**config.mk**
```make
export PLATFORM = sky130hd
export DESIGN_NAME = sound_request_player
export DESIGN_NICKNAME = d
export VERILOG_FILES = /design/src/rtl/sound_pkg.sv /design/src/rtl/sound_ms_timer.sv /design/src/rtl/sound_request_player.sv
export SDC_FILE = /design/constraint.sdc
export NUM_CORES = 1
export LEC_CHECK = 0
export CAP_MARGIN = 20
export CELL_PAD_IN_SITES_DETAIL_PLACEMENT = 0
export CELL_PAD_IN_SITES_GLOBAL_PLACEMENT = 1
export CORE_MARGIN = 5
export CORE_UTILIZATION = 42
export CTS_CLUSTER_DIAMETER = 120
export DETAILED_ROUTE_END_ITERATION = 8
export GPL_TIMING_DRIVEN = 0
export PLACE_DENSITY = 0.86
export SLEW_MARGIN = 20
export SYNTH_ARGS = -nofsm -noshare
export SYNTH_HDL_FRONTEND = slang
export SYNTH_HIERARCHICAL = 1
export SYNTH_SLANG_ARGS = --single-unit
```
**constraint.sdc**
```tcl
create_clock -name clk -period 3.44 [get_ports clk]
set_clock_uncertainty 0.05 [all_clocks]
set_input_delay 0.344 -clock clk [delete_from_list [all_inputs] [get_ports clk]]
set_output_delay 0.344 -clock clk [all_outputs]
set_load 0.01 [all_outputs]
```
**src/rtl/sound_pkg.sv**
```systemverilog
// Shared types and constants for the sound request player: sound ids in
// priority order, the player FSM states and the two-note table per sound.
package sound_pkg;

    localparam int NUM_SOUNDS = 6;

    // Lower id means higher priority.
    typedef enum logic [2:0] {
        SND_HOLE   = 3'd0,
        SND_B2B    = 3'd1,
        SND_BORDER = 3'd2,
        SND_ENTER  = 3'd3,
        SND_KEYX   = 3'd4,
        SND_KEYY   = 3'd5
    } sound_id_t;

    typedef enum logic [1:0] {
        ST_IDLE = 2'd0,
        ST_PLAY = 2'd1,
        ST_GAP  = 2'd2
    } state_t;

    // Frequency index for note 0 and note 1 of each sound.
    localparam logic [3:0] NOTE_TBL [NUM_SOUNDS][2] = '{
        '{4'd9,  4'd4},
        '{4'd11, 4'd11},
        '{4'd6,  4'd3},
        '{4'd12, 4'd7},
        '{4'd8,  4'd8},
        '{4'd5,  4'd5}
    };

    // Highest-priority (lowest id) set bit. Callers only use the result when
    // at least one bit is set.
    function automatic sound_id_t lowest_pending(input logic [NUM_SOUNDS-1:0] p);
        sound_id_t id;
        id = SND_HOLE;
        for (int i = NUM_SOUNDS - 1; i >= 0; i--) begin
            if (p[i]) id = sound_id_t'(i[2:0]);
        end
        return id;
    endfunction

endpackage

```
**src/rtl/sound_ms_timer.sv**
```systemverilog
// Millisecond interval timer: a prescaler divides the clock down to 1 ms
// ticks and an ms counter counts ticks up to a duration latched on load.
// done pulses for one cycle on the last clock cycle of the interval, so a
// load at edge e followed by done yields exactly dur_ms*CLKS_PER_MS cycles.
module sound_ms_timer #(
    parameter int CLKS_PER_MS = 50000,
    parameter int MS_W        = 7
) (
    input  logic            clk,
    input  logic            resetN,
    input  logic            load,
    input  logic [MS_W-1:0] dur_ms,
    output logic            done
);

    localparam int PS_W = (CLKS_PER_MS > 1) ? $clog2(CLKS_PER_MS) : 1;
    localparam logic [PS_W-1:0] PS_LAST = PS_W'(CLKS_PER_MS - 1);

    logic [PS_W-1:0] ps_q, ps_d;
    logic [MS_W-1:0] ms_q, ms_d;
    logic [MS_W-1:0] dur_q, dur_d;
    logic            run_q, run_d;
    logic            ps_tc;

    assign ps_tc = (ps_q == PS_LAST);
    assign done  = run_q && ps_tc && (ms_q == (dur_q - MS_W'(1)));

    // Next-state: load restarts both counters, otherwise count while running
    // and stop after the terminal cycle.
    always_comb begin
        ps_d  = ps_q;
        ms_d  = ms_q;
        dur_d = dur_q;
        run_d = run_q;
        if (load) begin
            ps_d  = '0;
            ms_d  = '0;
            dur_d = dur_ms;
            run_d = 1'b1;
        end else if (run_q) begin
            if (done) begin
                ps_d  = '0;
                ms_d  = '0;
                run_d = 1'b0;
            end else if (ps_tc) begin
                ps_d = '0;
                ms_d = ms_q + MS_W'(1);
            end else begin
                ps_d = ps_q + PS_W'(1);
            end
        end
    end

    // Counter registers.
    always_ff @(posedge clk or negedge resetN) begin
        if (!resetN) begin
            ps_q  <= '0;
            ms_q  <= '0;
            dur_q <= '0;
            run_q <= 1'b0;
        end else begin
            ps_q  <= ps_d;
            ms_q  <= ms_d;
            dur_q <= dur_d;
            run_q <= run_d;
        end
    end

endmodule

```
**src/rtl/sound_request_player.sv**
```systemverilog
// Sound request player: latches rising edges of six request lines into
// pending flags, serves the lowest pending id, and plays it as two timed
// notes followed by a silent gap.
// Build option: define SOUND_PREEMPT_EN to let a higher-priority pending
// request abort the sound currently in PLAY or GAP.
module sound_request_player
    import sound_pkg::*;
#(
    parameter int CLKS_PER_MS = 50000,
    parameter int NOTE_MS     = 100,
    parameter int GAP_MS      = 20
) (
    input  logic       clk,
    input  logic       resetN,
    input  logic       holeColAudioRequest,
    input  logic       ballToBallColAudioRequest,
    input  logic       borderColAudioRequest,
    input  logic       keyEnterAudioRequest,
    input  logic       keyXAudioRequest,
    input  logic       keyYAudioRequest,
    output logic       soundEnable,
    output logic [3:0] freqIndex,
    output logic [2:0] currentSound,
    output logic       busy
);

    localparam int MAX_MS = (NOTE_MS > GAP_MS) ? NOTE_MS : GAP_MS;
    localparam int MS_W   = $clog2(MAX_MS + 1);
    localparam logic [MS_W-1:0] NOTE_DUR = MS_W'(NOTE_MS);
    localparam logic [MS_W-1:0] GAP_DUR  = MS_W'(GAP_MS);

    logic [NUM_SOUNDS-1:0] req, req_q, rise;
    logic [NUM_SOUNDS-1:0] pending_q, pending_d, clear;

    state_t     state_q, state_d;
    logic       note_q, note_d;
    sound_id_t  cur_q, cur_d;
    logic       en_q, en_d;
    logic [3:0] freq_q, freq_d;
    logic       busy_q, busy_d;

    sound_id_t       pick;
    logic            do_start;
    logic            tmr_load;
    logic [MS_W-1:0] tmr_dur;
    logic            tmr_done;

    assign req = {keyYAudioRequest, keyXAudioRequest, keyEnterAudioRequest,
                  borderColAudioRequest, ballToBallColAudioRequest,
                  holeColAudioRequest};

    // A request counts once per low-to-high transition.
    assign rise = req & ~req_q;
    assign pick = lowest_pending(pending_q);

    // Decide whether a new sound starts this edge.
    always_comb begin
        do_start = (state_q == ST_IDLE) && (|pending_q);
`ifdef SOUND_PREEMPT_EN
        if ((state_q != ST_IDLE) && (|pending_q) && (pick < cur_q)) do_start = 1'b1;
`endif
    end

    // FSM next-state and registered-output values; also timer control.
    always_comb begin
        state_d  = state_q;
        note_d   = note_q;
        cur_d    = cur_q;
        en_d     = en_q;
        freq_d   = freq_q;
        busy_d   = busy_q;
        clear    = '0;
        tmr_load = 1'b0;
        tmr_dur  = NOTE_DUR;
        if (do_start) begin
            clear[pick] = 1'b1;
            state_d     = ST_PLAY;
            note_d      = 1'b0;
            cur_d       = pick;
            en_d        = 1'b1;
            freq_d      = NOTE_TBL[pick][0];
            busy_d      = 1'b1;
            tmr_load    = 1'b1;
            tmr_dur     = NOTE_DUR;
        end else begin
            case (state_q)
                ST_PLAY: begin
                    if (tmr_done) begin
                        tmr_load = 1'b1;
                        if (!note_q) begin
                            note_d  = 1'b1;
                            freq_d  = NOTE_TBL[cur_q][1];
                            tmr_dur = NOTE_DUR;
                        end else begin
                            state_d = ST_GAP;
                            en_d    = 1'b0;
                            freq_d  = 4'd0;
                            tmr_dur = GAP_DUR;
                        end
                    end
                end
                ST_GAP: begin
                    if (tmr_done) begin
                        state_d = ST_IDLE;
                        note_d  = 1'b0;
                        cur_d   = SND_HOLE;
                        busy_d  = 1'b0;
                    end
                end
                default: ;
            endcase
        end
        // A fresh edge on the id just served re-arms it for a replay.
        pending_d = (pending_q & ~clear) | rise;
    end

    // All player state, edge-detect and pending registers.
    always_ff @(posedge clk or negedge resetN) begin
        if (!resetN) begin
            req_q     <= '0;
            pending_q <= '0;
            state_q   <= ST_IDLE;
            note_q    <= 1'b0;
            cur_q     <= SND_HOLE;
            en_q      <= 1'b0;
            freq_q    <= 4'd0;
            busy_q    <= 1'b0;
        end else begin
            req_q     <= req;
            pending_q <= pending_d;
            state_q   <= state_d;
            note_q    <= note_d;
            cur_q     <= cur_d;
            en_q      <= en_d;
            freq_q    <= freq_d;
            busy_q    <= busy_d;
        end
    end

    sound_ms_timer #(
        .CLKS_PER_MS (CLKS_PER_MS),
        .MS_W        (MS_W)
    ) u_timer (
        .clk    (clk),
        .resetN (resetN),
        .load   (tmr_load),
        .dur_ms (tmr_dur),
        .done   (tmr_done)
    );

    assign soundEnable  = en_q;
    assign freqIndex    = freq_q;
    assign currentSound = cur_q;
    assign busy         = busy_q;

endmodule

```
==> flow_summary.rst, run 1 <==
.. list-table::
   :header-rows: 1

   * - Metric
     - Value
   * - DR DRC count
     - 0
   * - TritonCTS clock tree
     - built
   * - Logic gate share of total power
     - between 3 and 4%
   * - Layout cell share with drive strength beyond 1
     - between 10% and 20%
   * - Switching power
     - roughly 0.00024 W
   * - Final weighted congestion of routability-driven global placement
     - slightly above 0.8
   * - Layout overhead on the synthesized area
     - 17.63%
   * - Setup crit start
     - u_timer/ps_q[4]
   * - Placed Area
     - around 3200 µm²
   * - Die W
     - between 90 and 100 µm
   * - Worst Max-Slew Pin Slew
     - 707.0 ps
   * - Chip Height
     - between 90 and 100 µm
   * - Average routed wire per standard cell
     - around 14 µm
   * - Sequential fraction of the synthesis area
     - 47.19%
   * - Path type of the worst min-delay path
     - in -> async
   * - Starting Density
     - 42.93%
   * - CP dominant cell by count
     - nor2_1
   * - Type of the setup path with the least slack
     - reg -> reg
   * - Asr flop ratio synth
     - 100.0%
   * - Peak fanout along the critical path
     - 10
   * - Clk root buf
     - clkbuf_8
   * - Via count of the first global-routing pass
     - about 2200
   * - Register bit count reported by yosys
     - 55
   * - Tightest slew margin relative to the limit
     - a little over half
   * - Count of flip-flops with a built-in enable after synthesis
     - 0
   * - Worst vdd ir
     - roughly 0.13 mV
   * - Antenna Violating Nets Remaining
     - 0
   * - Post-Route WL
     - slightly above 6000 µm
   * - Number of filler cells placed in the layout
     - about 640
   * - Drt via density
     - 5.107
   * - Final-report setup violation count
     - 0
   * - Unique cell type count in the Yosys netlist
     - just over 60
   * - Number of top-level pins
     - 17
   * - Total power density per cell area
     - approximately 330 nW/µm²
   * - Core box area
     - about 6800 µm²
   * - Hold Vio Cnt, Final
     - 0
   * - Initial DRC Count
     - roughly 130
   * - Leak pwr
     - ~1.5 nW
   * - Total grt overflow
     - 0
   * - Critical-path cell list
     - or4_4 -> nor4_4 -> nand2_1 -> nor3_4 -> and3b_1 -> or2_4 -> buf_6 -> nor2_1 -> or2_2 -> nor3_2 -> xnor2_1 -> nor2_1
   * - Sw Share
     - 20.79%
   * - I/O Buffers
     - 16
   * - Detailed Routing Iterations Pass 1
     - 4
   * - Clock edge transition at the registers on the reported setup and hold paths
     - 90 ps
   * - Maximum number of pins on one net before global-route repair
     - 56
   * - Number of antenna violations at the first check in global routing
     - 0
   * - Post-route minimum period
     - between 3000 and 4000 ps
   * - Launch instance of the worst register-to-register path
     - u_timer/ps_q[4]
   * - Stage delay of the slowest cell on the critical path
     - between 500 and 600 ps
   * - Most used flip-flop cell after synthesis
     - dfrtp_1
   * - Final number of max-transition violations
     - 0
   * - Achievable frequency
     - approximately 300 MHz
   * - TritonCTS Buffers
     - 5
   * - Smallest hold slack
     - between 30 and 40 ps
   * - Standard cell with the maximum stage delay on the critical path
     - or4_4
   * - H-tree levels
     - 2
   * - Crit path arrival time
     - approximately 3400 ps
   * - Standard-cell rows
     - 30
   * - Synthesized area divided by synthesized cell count
     - 9.594 µm²
   * - Run status
     - complete, no violations
   * - Share of power burned in registers
     - between 50% and 60%
   * - Die footprint
     - 8710 µm²
   * - Data required time at the worst endpoint
     - between 3000 and 4000 ps
   * - Number of antenna repair diodes
     - 0
   * - Number of max-cap violations
     - 0
   * - Buf/Inv on CP
     - 1
   * - Layout Nets
     - 348
   * - TritonCTS Sinks
     - 55
   * - First-pass GRT wire length
     - about 10000 µm
   * - Critical R2R Capture
     - u_timer/ps_q[12]
   * - Total routing usage reported by global routing
     - ~15%
   * - Crit path launch type
     - flip-flop
   * - Part of the total power dissipated in the clock network
     - 39.2%
   * - Share of the clock period used by the worst path
     - about 95%
   * - HPWL after detailed placement
     - about 4200 µm
   * - Cell family contributing the most delay on the critical path
     - simple AND/OR/NAND/NOR gates
   * - Hold-fix buffers at CTS
     - 0
   * - Via count
     - between 2000 and 2500
   * - Clock tree buffer depth
     - 2
   * - Internal power contribution
     - about 0.0009 W
   * - Count of cells along the worst register-to-register path
     - 12
   * - CP endpoint kind
     - flip-flop
   * - Final Instance Area
     - ~3400 µm²
   * - Worst-Skew Late Latency
     - a little over 300 ps
   * - Syn Std Cell Area
     - approximately 2900 µm²
   * - Setup slack on the worst flop-to-flop path
     - 190 ps
   * - Yosys warning count
     - 6
   * - Instance count of the mapped netlist
     - between 300 and 400
kinds of logic (layout without fill, tap and decap cells):
logic type	after synthesis	in the layout	synth area share (%)
adder cells (fa/ha/maj)	6	6	2.574
AO/OA/AOI/OAI	59	59	14.20
XOR/XNOR	23	23	6.907
buffers and inverters	28	57	4.504
AND/OR/NAND/NOR	126	126	22.48
multiplexers	5	5	1.888
other	2	4	0.2575
flip-flops	55	55	47.19
power groups by stage:
stage | sequential [W] | clock, W | combinational (W)
2_1_floorplan | 0.000668 | 0 | 0.0000118
3_5_place_dp | 0.000669 | 0 | 0.0000356
6_report | 0.000656 | 0.000446 | 0.0000355
5_1_grt | 0.000657 | 0.000489 | 0.0000415
4_1_cts | 0.000656 | 0.000460 | 0.0000362
3_3_place_gp | 0.000669 | 0 | 0.0000350
cell usage in the layout (no fill, tap or decap), types with 4 or more instances in the layout:
cell             count
nor3_1               8
conb_1               4
or2_2                4
xor2_1              15
ha_1                 6
o21ai_1              8
nand4_1              5
buf_4                6
nand3_1              5
or4_4                4
clkdlybuf4s50_1     15
mux2_2               4
dfrtp_1             55
nor2_1              44
xnor2_1              8
nand2b_1             4
o21ai_0             10
clkbuf_1             4
inv_1               20
a21oi_1             13
clkbuf_8             7
nand2_1             29
layout make-up:
class / instances / area, µm² / area share, %
sequential: 55 / 1376 / 40.12
buffer: 8 / 56.30 / 1.641
timing repair buffer: 21 / 195.2 / 5.689
clock inverter: 2 / 35.03 / 1.021
clock buffer: 6 / 82.58 / 2.407
inverter: 20 / 75.07 / 2.188
tap: 96 / 120.1 / 3.501
multi-input combinational: 223 / 1490 / 43.44
registers in the layout, indices dropped and copies added, names as in the netlist:
name           flops
u_timer/run_q      1
state_q            2
busy               1
pending_q          6
u_timer/dur_q      7
u_timer/ps_q      16
u_timer/ms_q       7
note_q             1
currentSound       3
freqIndex          4
req_q              6
soundEnable        1
synth_stat cells (5+ instances only):
| cell type | n | area, µm² |
|---|---|---|
| o21ai_1 | 8 | 40.04 |
| nand3_1 | 5 | 25.02 |
| xor2_1 | 15 | 131.4 |
| ha_1 | 6 | 75.07 |
| xnor2_1 | 8 | 70.07 |
| o21ai_0 | 10 | 50.05 |
| dfrtp_1 | 55 | 1376 |
| nand4_1 | 5 | 31.28 |
| inv_1 | 20 | 75.07 |
| a21oi_1 | 13 | 65.06 |
| nor2_1 | 44 | 165.2 |
| nand2_1 | 29 | 108.9 |
| nor3_1 | 10 | 50.05 |
worst max-delay path by stage:
stage | end | slack [ps] | cells after the start
floorplan | u_timer/ps_q[12] | 220 | 12
global placement | u_timer/ps_q[13] | -490 | 11
CTS | u_timer/ps_q[13] | 6 | 11
finish | u_timer/ps_q[12] | 190 | 12
detailed placement | u_timer/ps_q[13] | -430 | 11
global route | u_timer/ps_q[12] | -30 | 12
metal layers:
| layer | track usage [%] | vias to the layer above | routed length, µm |
|---|---|---|---|
| met3 | 2.977 | 7 | 131 |
| li1 | - | 1115 | - |
| met2 | 23.65 | 20 | 2877 |
| met1 | 20.56 | 1059 | 3023 |
| met4 | 5.128 | 0 | 85 |
| met5 | 0 | - | 0 |
worst reg2reg max path, stage by stage, from the launching register on:
cell and delay [ps]:
dfrtp_1 450, or4_4 590, nor4_4 300, nand2_1 160, nor3_4 240, and3b_1 240
or2_4 200, buf_6 170, nor2_1 70, or2_2 300, nor3_2 200, xnor2_1 130
nor2_1 60
per-stage QoR:
step                      util, %  worst slack (ps)  setup TNS [ps]  instances  total power, W
after floorplan                 -             218.8               0        306       0.0006796
after global placement      47.16            -489.5           -3430        418       0.0007037
after detailed placement    47.13            -425.3           -2441        418       0.0007045
after CTS                   49.34             6.202               0        426        0.001152
after global routing        50.50            -28.09          -28.09        431        0.001187
final                       50.50             187.7               0        431        0.001138
timing repair:
action / in CTS / in global routing
pin swaps: 0 / 4
resized for setup: 5 / 6
endpoints found under the hold margin: 0 / 0
buffers inserted: 0 / 5
cloned: 0 / 0
endpoints found under the setup margin: 19 / 11
(Power assumes the default switching activity.)
==> run 2, diff against run 1 <==
--- a/config.mk
+++ b/config.mk
@@ -12,7 +12,6 @@
 export CORE_UTILIZATION = 42
 export CTS_CLUSTER_DIAMETER = 120
 export DETAILED_ROUTE_END_ITERATION = 8
-export GPL_TIMING_DRIVEN = 0
 export PLACE_DENSITY = 0.86
 export SLEW_MARGIN = 20
 export SYNTH_ARGS = -nofsm -noshare
==> flow_summary.rst, run 2 (synthesis gave the netlist of run 1 again) <==
.. list-table::
   :header-rows: 1

   * - Metric
     - Value
   * - Chip Height
     - 93.33 µm (unchanged)
   * - Met1 routing resource usage after global routing
     - 21.02% (+0.46 points)
   * - Total routing usage reported by global routing
     - 15.09% (+0.085 points)
   * - Worst-Skew Late Latency
     - 310 ps (about the same)
   * - First-pass GRT wire length
     - 10600 µm (+0.99%)
   * - Met3 GRT Util
     - 2.816% (-0.16 points)
   * - Maximum number of pins on one net before global-route repair
     - 38 (-32%)
   * - Average routed wire per standard cell
     - 13.67 µm (-3.7%)
   * - Run status
     - complete, no violations
   * - Crit path arrival time
     - 3230 ps (-160 ps)
   * - TritonCTS Sinks
     - 55 (unchanged)
   * - CP dominant cell by count
     - nand2_1
   * - Most used cells in the layout excluding fill and tap cells
     - dfrtp_1 (55), nor2_1 (44), nand2_1 (29)
   * - Number of antenna violations at the first check in global routing
     - 0 (unchanged)
   * - HPWL after detailed placement
     - 4293 µm (+2.0%)
   * - Worst Max-Slew Pin Slew
     - 848.7 ps (+141.8 ps)
   * - Clock tree buffer depth
     - 2 (unchanged)
   * - Stage delay of the slowest cell on the critical path
     - 570 ps (-20 ps)
   * - Worst vdd ir
     - 0.1131 mV (-13%)
   * - Standard cell with the maximum stage delay on the critical path
     - or4b_1
   * - Share of the clock period used by the worst path
     - 89.71% (-4.8 points)
   * - Layout overhead on the synthesized area
     - 12.83%
   * - Antenna Violating Nets Remaining
     - 0 (unchanged)
   * - Peak fanout along the critical path
     - 4 (-6)
   * - Drt via density
     - 5.077 (-0.57%)
   * - H-tree levels
     - 2 (unchanged)
   * - TritonCTS clock tree
     - built
   * - Hold-fix buffers at CTS
     - 0 (unchanged)
   * - Total grt overflow
     - 0 (unchanged)
   * - Via count
     - 2163 (-1.7%)
   * - Setup slack on the worst flop-to-flop path
     - 350 ps (+170 ps)
   * - Internal power contribution
     - 0.0008092 W (-10%)
   * - Sw Share
     - 22.06% (+1.3 points)
   * - Number of top-level pins
     - 17 (unchanged)
   * - Final Util
     - 48.43% (-2.1 points)
   * - Detailed Routing Iterations Pass 1
     - 4 (unchanged)
   * - Most common cell after layout, fill and taps aside
     - dfrtp_1
   * - Post-Route WL
     - 5822 µm (-4.8%)
   * - Final-report setup violation count
     - 0 (unchanged)
   * - Starting Density
     - 42.93% (unchanged)
   * - DR DRC count
     - 0 (unchanged)
   * - Path type of the worst min-delay path
     - in -> async
   * - Largest registers in the final layout
     - u_timer/ps_q x16, u_timer/dur_q x7, u_timer/ms_q x7
   * - Unrepaired setup endpoints after global routing
     - no
   * - Clock edge transition at the registers on the reported setup and hold paths
     - 100 ps (about the same)
   * - Core box area
     - 6794 µm² (unchanged)
   * - Data required time at the worst endpoint
     - 3580 ps (about the same)
   * - Tightest slew margin relative to the limit
     - 43.42% (-9.5 points)
   * - Die footprint
     - 8710 µm² (unchanged)
   * - Initial DRC Count
     - 88 (-34%)
   * - Critical-path cell list
     - or4b_1 -> nor4_2 -> nand2_1 -> nor3_1 -> and3b_1 -> or2_4 -> o2111ai_1 -> nor4_1 -> nand2_1 -> xor2_1 -> nor2_1
   * - Most congested layer reported by global routing
     - met2
   * - Standard-cell rows
     - 30 (unchanged)
   * - Grt met2 use
     - 24.06% (+0.42 points)
   * - Setup Fix Bufs, Post-CTS
     - 0 (unchanged)
   * - Final number of max-transition violations
     - 0 (unchanged)
   * - Via count of the first global-routing pass
     - 2247 (+1.4%)
   * - CTS-repair resized insts
     - 0 (-5)
   * - Final weighted congestion of routability-driven global placement
     - 0.8843 (+6.8%)
   * - Share of power burned in registers
     - 63.1% (+5.5 points)
   * - Total Negative Setup Slacks
     - 0 ps (unchanged)
   * - Leak pwr
     - 1.449 nW (-6.3%)
   * - Type of the setup path with the least slack
     - reg -> reg
   * - TritonCTS Buffers
     - 5 (unchanged)
   * - Largest Register
     - u_timer/ps_q
   * - Clk root buf
     - clkbuf_8
   * - Number of max-cap violations
     - 0 (unchanged)
   * - Total power density per cell area
     - 315.5 nW/µm² (-4.9%)
   * - Logic gate share of total power
     - 3.4% (+0.3 points)
   * - Part of the total power dissipated in the clock network
     - 33.5% (-5.7 points)
   * - I/O Buffers
     - 16 (unchanged)
   * - Number of antenna repair diodes
     - 0 (unchanged)
   * - Switching power
     - 0.0002290 W (-3.2%)
   * - Final Total Pwr
     - 0.001038 W (-8.8%)
   * - Die W
     - 93.33 µm (unchanged)
   * - Layout cell share with drive strength beyond 1
     - 12.42% (-2.5 points)
   * - Hold Vio Cnt, Final
     - 0 (unchanged)
   * - Crit path launch type
     - flip-flop
   * - Achievable frequency
     - 324.0 MHz (+5.4%)
   * - Post-route minimum period
     - 3086 ps (-166.3 ps)
   * - CP endpoint kind
     - flip-flop
   * - Layout Nets
     - 343 (-1.4%)
   * - Flip-flop count of the largest register, all copies and words added
     - 16 (unchanged)
[run 2: path summary, 6_finish.rpt]
| check | from | end | cells past startpoint |
|---|---|---|---|
| setup / recovery | u_timer/ps_q[5] | u_timer/ps_q[11] | 11 |
| hold / removal | resetN | req_q[0] | 1 |
| setup reg to reg | u_timer/ps_q[5] | u_timer/ps_q[11] | 11 |
| hold reg to reg | req_q[1] | pending_q[1] | 1 |
| max in group asynchronous | resetN | freqIndex[2] | 2 |
| min in group clk | req_q[1] | pending_q[1] | 1 |
[run 2: cell type report]
class	count	area, µm²
Clock buffer	7	76.32
Clock inverter	1	5.005
Fill cell	654	3503
Inverter	20	75.07
Multi-Input combinational cell	223	1423
Sequential cell	55	1376
Tap cell	96	120.1
Timing Repair Buffer	24	215.2
[run 2: critical path: cells and delay by family, from the launching register on]
family / cells / cell delay [ps]
and+or+nand+nor: 9 / 2140
AOI/OAI and AO/OA: 1 / 170
xor gates and xnor gates: 1 / 180
DFF: 1 / 420
[run 2: routing by layer]
| metal | wire [µm] | share of wire [%] |
|---|---|---|
| met4 | 74 | 1.3 |
| met2 | 2694 | 46 |
| met3 | 155 | 2.7 |
| met5 | 0 | 0 |
| met1 | 2898 | 50 |
[run 2: metrics by stage]
| stage | cells | setup WS, ps | cell area (µm²) | hold slack, ps |
|---|---|---|---|---|
| after floorplan | 306 | 218.8 | 2924 | -1.591 |
| after global placement | 418 | 405.9 | 3203 | 355.3 |
| after detailed placement | 418 | 326.8 | 3203 | 363.7 |
| after CTS | 426 | 293.4 | 3284 | 111.4 |
| after global routing | 426 | 73.11 | 3291 | 148.2 |
| final | 426 | 353.9 | 3291 | 85.80 |
[run 2: power groups by stage]
stage	logic (W)	registers, W	clock network (W)
floorplan	0.0000118	0.000668	0
global placement	0.0000360	0.000668	0
detailed placement	0.0000366	0.000668	0
CTS	0.0000368	0.000656	0.000363
global route	0.0000420	0.000657	0.000395
finish	0.0000353	0.000655	0.000347
==> RTL change 1 (config.mk and constraints of run 1) <==
The option `SOUND_PREEMPT_EN` is turned on by a define.
--- a/src/rtl/sound_request_player.sv
+++ b/src/rtl/sound_request_player.sv
@@ -3,6 +3,8 @@
 // notes followed by a silent gap.
 // Build option: define SOUND_PREEMPT_EN to let a higher-priority pending
 // request abort the sound currently in PLAY or GAP.
+`define SOUND_PREEMPT_EN
+
 module sound_request_player
     import sound_pkg::*;
 #(
Check against the original RTL: not equivalent (Yosys sat finds a counterexample within 4 cycles, from zero or initial values and one cycle with resetN low).
==> RTL change 1 against run 1 <==
Power decreased by 6.0%. Count of clock-buffer cells in the layout increased by 1. Routed wire length is 5.9% lower. Sequential power about the same. Synthesized area fell by 0.17%. First-iteration DRC count fell by 21%. Sequential cell count unchanged. Setup slack improved by 0.00078 ns. Critical endpoint unchanged. Cell area down 2.0%. Synthesized cell count decreased by 1.6%. Via count fell by 1.4%.
==> RTL change 1: results (changes against run 1) <==
[power_and_ir_drop]
vdd_drop_max_v = 0.000187  ; was 0.000130 V
p_clk_uw = 379  ; was 446 uW
p_int_uw = 831  ; was 901 uW
p_leak_uw = 0.00145  ; was 0.00155 uW
seqPwrFrac = 0.613  ; was 0.576

[finish]
clock_tree_area_fraction = 0.0283  ; was 0.0343
fillers = 656  ; was 636
nClkBuffers = 7  ; was 6
final_util = 0.498  ; was 0.505
drive_gt1_frac = 0.123  ; was 0.149
signal_buffers = 24  ; was 29
multi_input_area_share = 0.443  ; was 0.434
bufAreaShareNonClock = 0.0658  ; was 0.0733
multi_input_gates = 218  ; was 223
inverters = 21  ; was 20

[place]
place.gp.congestion = 0.808  ; was 0.828
dp_slack_ns = -0.629  ; was -0.425 ns
place_inst = 397  ; was 418

[synth]
synth_common_cells = dfrtp_1, nor2_1, nand2_1  ; unchanged
synthAdderAreaFrac = 0.0344  ; was 0.0257
synth-seq-area-share = 0.473  ; was 0.472
synth_compound_gate_area_share = 0.148  ; was 0.142
muxShareOfSynthArea = 0.0258  ; was 0.0189

[worst_setup_path]
crit_slowest_cell = or4b_1  ; was or4_4

[routing]
wl_per_cell_um = 14.2  ; about the same
routed_wl_mm = 5.76  ; was 6.12 mm
drt_first_iter_violations = 105  ; was 133
routed-via-count = 2171  ; was 2201

[timing]
maxSlewHeadroom = 0.530  ; was 0.529

[clock_network]
cts_setup_buffers = 1  ; was 0

[run_status]
outcome = finished clean  ; unchanged

[global_routing]
grt_usage = 0.143  ; was 0.150
grt_pass1_wl_mm = 10.1  ; was 10.5 mm

[RTL change 1: changes by cell type after synthesis, moves of 3 or more]
cell | run 1 | this run
nor3_1 | 10 | 7
nor2_1 | 44 | 32
a21o_1 | 0 | 4
nor2b_1 | 0 | 3
a211oi_1 | 0 | 3
o21ai_1 | 8 | 11
a21oi_1 | 13 | 10
[RTL change 1: final timing paths]
path / from / to / slack [ns] / depth (start not counted)
worst max-delay path: u_timer/ps_q[5] / u_timer/ps_q[12] / 0.19 / 12
worst min-delay path: resetN / u_timer/ps_q[15] / 0.03 / 1
worst max register to register: u_timer/ps_q[5] / u_timer/ps_q[12] / 0.19 / 12
worst min register to register: req_q[0] / pending_q[0] / 0.36 / 1
max in group asynchronous: resetN / u_timer/ms_q[5] / 2.84 / 1
min in group clk: req_q[0] / pending_q[0] / 0.36 / 1
[RTL change 1: per-layer routing]
layer,GRT usage,wire length (um)
met3,0.0298,187
met4,0.0366,46
met1,0.189,2700
met5,0,0
met2,0.239,2830
==> RTL change 2 (settings of run 1) <==
Without the edit above. Register the inputs `holeColAudioRequest`, `ballToBallColAudioRequest`, `borderColAudioRequest`, `keyEnterAudioRequest`, `keyXAudioRequest` and `keyYAudioRequest` before use. The logic sees them one clock later.
--- a/src/rtl/sound_request_player.sv
+++ b/src/rtl/sound_request_player.sv
@@ -29,6 +29,22 @@
     localparam logic [MS_W-1:0] NOTE_DUR = MS_W'(NOTE_MS);
     localparam logic [MS_W-1:0] GAP_DUR  = MS_W'(GAP_MS);
 
+    logic holeColAudioRequest_q;
+    logic ballToBallColAudioRequest_q;
+    logic borderColAudioRequest_q;
+    logic keyEnterAudioRequest_q;
+    logic keyXAudioRequest_q;
+    logic keyYAudioRequest_q;
+
+    always_ff @(posedge clk) begin
+        holeColAudioRequest_q       <= holeColAudioRequest;
+        ballToBallColAudioRequest_q <= ballToBallColAudioRequest;
+        borderColAudioRequest_q     <= borderColAudioRequest;
+        keyEnterAudioRequest_q      <= keyEnterAudioRequest;
+        keyXAudioRequest_q          <= keyXAudioRequest;
+        keyYAudioRequest_q          <= keyYAudioRequest;
+    end
+
     logic [NUM_SOUNDS-1:0] req, req_q, rise;
     logic [NUM_SOUNDS-1:0] pending_q, pending_d, clear;
 
@@ -45,9 +61,9 @@
     logic [MS_W-1:0] tmr_dur;
     logic            tmr_done;
 
-    assign req = {keyYAudioRequest, keyXAudioRequest, keyEnterAudioRequest,
-                  borderColAudioRequest, ballToBallColAudioRequest,
-                  holeColAudioRequest};
+    assign req = {keyYAudioRequest_q, keyXAudioRequest_q, keyEnterAudioRequest_q,
+                  borderColAudioRequest_q, ballToBallColAudioRequest_q,
+                  holeColAudioRequest_q};
 
     // A request counts once per low-to-high transition.
     assign rise = req & ~req_q;
Check against the original RTL: not equivalent (a bounded check fails within 4 cycles, from zero or initial values and one cycle with resetN low).
==> RTL change 2 against run 1 <==
The flow now finishes with violations (hold timing). Sequential cell count is 6 higher. First-iteration DRC count fell by 35%. Setup slack improved by 0.043 ns. Maximum frequency grew 1.3%. Routed wire length fell by 7.3%. Synthesized area is 1.5% higher. Cell area up 3.0%.
Power is not compared: it rests on default switching activity, and its combinational part moved more than twofold at a synthesized area within 25%.
==> RTL change 2: results (changes against run 1) <==
[place]
dp_slack_ns = -0.504  ; was -0.425 ns
dp_hpwl_mm = 3.95  ; was 4.21 mm
place_inst = 411  ; was 418
place.gp.congestion = 0.853  ; was 0.828
place_area_um2 = 3250  ; was 3200 um2

[routing]
routed-via-count = 2195  ; was 2201
antenna_left = 0  ; unchanged
wl_met2_mm = 2.54  ; was 2.88 mm
wirelength_met1_mm = 2.83  ; was 3.02 mm
drt_first_iter_violations = 87  ; was 133
first_pass_iters = 4  ; unchanged
met3_length_um = 218  ; was 131 um
routed_wl_mm = 5.67  ; was 6.12 mm

[timing]
hold_viol = 11  ; was 0
fmax_mhz = 312  ; was 307 MHz
finalSetupViolations = 0  ; unchanged
worst_hold_slack_ns = -0.00572  ; was 0.0353 ns
maxSlewHeadroom = 0.523  ; was 0.529

[clock_network]
htree_levels = 3  ; was 2
clock_path_buffers = 2  ; unchanged
cts_buffers = 9  ; was 5
cts.clk_slew.worst_paths_ns = 0.07  ; was 0.09 ns
cts_setup_buffers = 1  ; was 0
insertion_delay_ns = 0.34  ; was 0.31 ns
post_cts_resized = 5  ; unchanged

[power_and_ir_drop]
p_leak_uw = 0.00155
finalPower_uw = 1750
seqPwrFrac = 0.484
p_comb_frac = 0.121

[global_routing]
grt_pass1_wl_mm = 9.93  ; was 10.5 mm
grt_util_met3 = 0.0577  ; was 0.0298
grtUsageMet1 = 0.198  ; was 0.206
grt_antenna_before_repair = 0  ; unchanged
grt_usage = 0.147  ; was 0.150
grt_pass1_vias = 2075  ; was 2215
gr-usage-met2 = 0.211  ; was 0.236

[synth]
synth_async_sr_flop_share = 0.902  ; was 1.00
synth-seq-area-share = 0.505  ; was 0.472
muxShareOfSynthArea = 0.0220  ; was 0.0189
synth_compound_gate_area_share = 0.139  ; was 0.142
synth_common_cells = dfrtp_1, nand2_1, nor2_1  ; was dfrtp_1, nor2_1, nand2_1
yosysTopAreaCell = dfrtp_1  ; unchanged
syn_inst = 297  ; was 304
synth-xor-area-share = 0.0680  ; was 0.0691
yosys-top-cells-area = dfrtp_1, nand2_1, xor2_1  ; was dfrtp_1, nor2_1, xor2_1
synth_cell_type_count = 61  ; was 62
synthAdderAreaFrac = 0.0253  ; was 0.0257

[worst_setup_path]
cp.arrival_ns = 3.38  ; was 3.39 ns
critical_path.max_stage_delay_ns = 0.59  ; about the same
endpoint = u_timer/ps_q[12]  ; unchanged
r2r_slack_ns = 0.23  ; was 0.19 ns
critPathTopFamily = simple AND/OR/NAND/NOR gates  ; unchanged
crit_start = u_timer/ps_q[4]  ; unchanged

[run_status]
violations = hold timing
outcome = finished, violations left  ; was finished clean

[finish]
layout.nets = 343  ; was 348
final_cells = 430  ; was 431
drive_gt1_frac = 0.153  ; was 0.149

-- RTL change 2: changes by cell type after synthesis, sizes merged, moves of 2 or more --
cell / change
o21ai: +4
o41ai: -2
dfxtp: +6
nand2: +8
a2bb2oi: +2
clkbuf: -2
and2: -2
nor2: -13
o31a: -2
a21oi: -5
nor3: -3
or4: -2
or3: +2
a22o: -2
-- RTL change 2: cell type report --
| cell class | instances | area [um2] |
|---|---|---|
| multi-input combinational | 212 | 1400 |
| clock inverter | 6 | 87.6 |
| inverter | 21 | 78.8 |
| clock buffer | 10 | 128 |
| fill | 652 | 3300 |
| timing repair buffer | 19 | 180 |
| tap | 96 | 120 |
| sequential | 61 | 1500 |
| buffer | 5 | 37.5 |
-- RTL change 2: logic make-up after synthesis --
logic type,after synthesis
and+or+nand+nor,115
DFF,61
AOI/OAI and AO/OA,58
buffers and inverters,26
xor gates and xnor gates,23
adders and majority gates,6
muxes,6
other,2
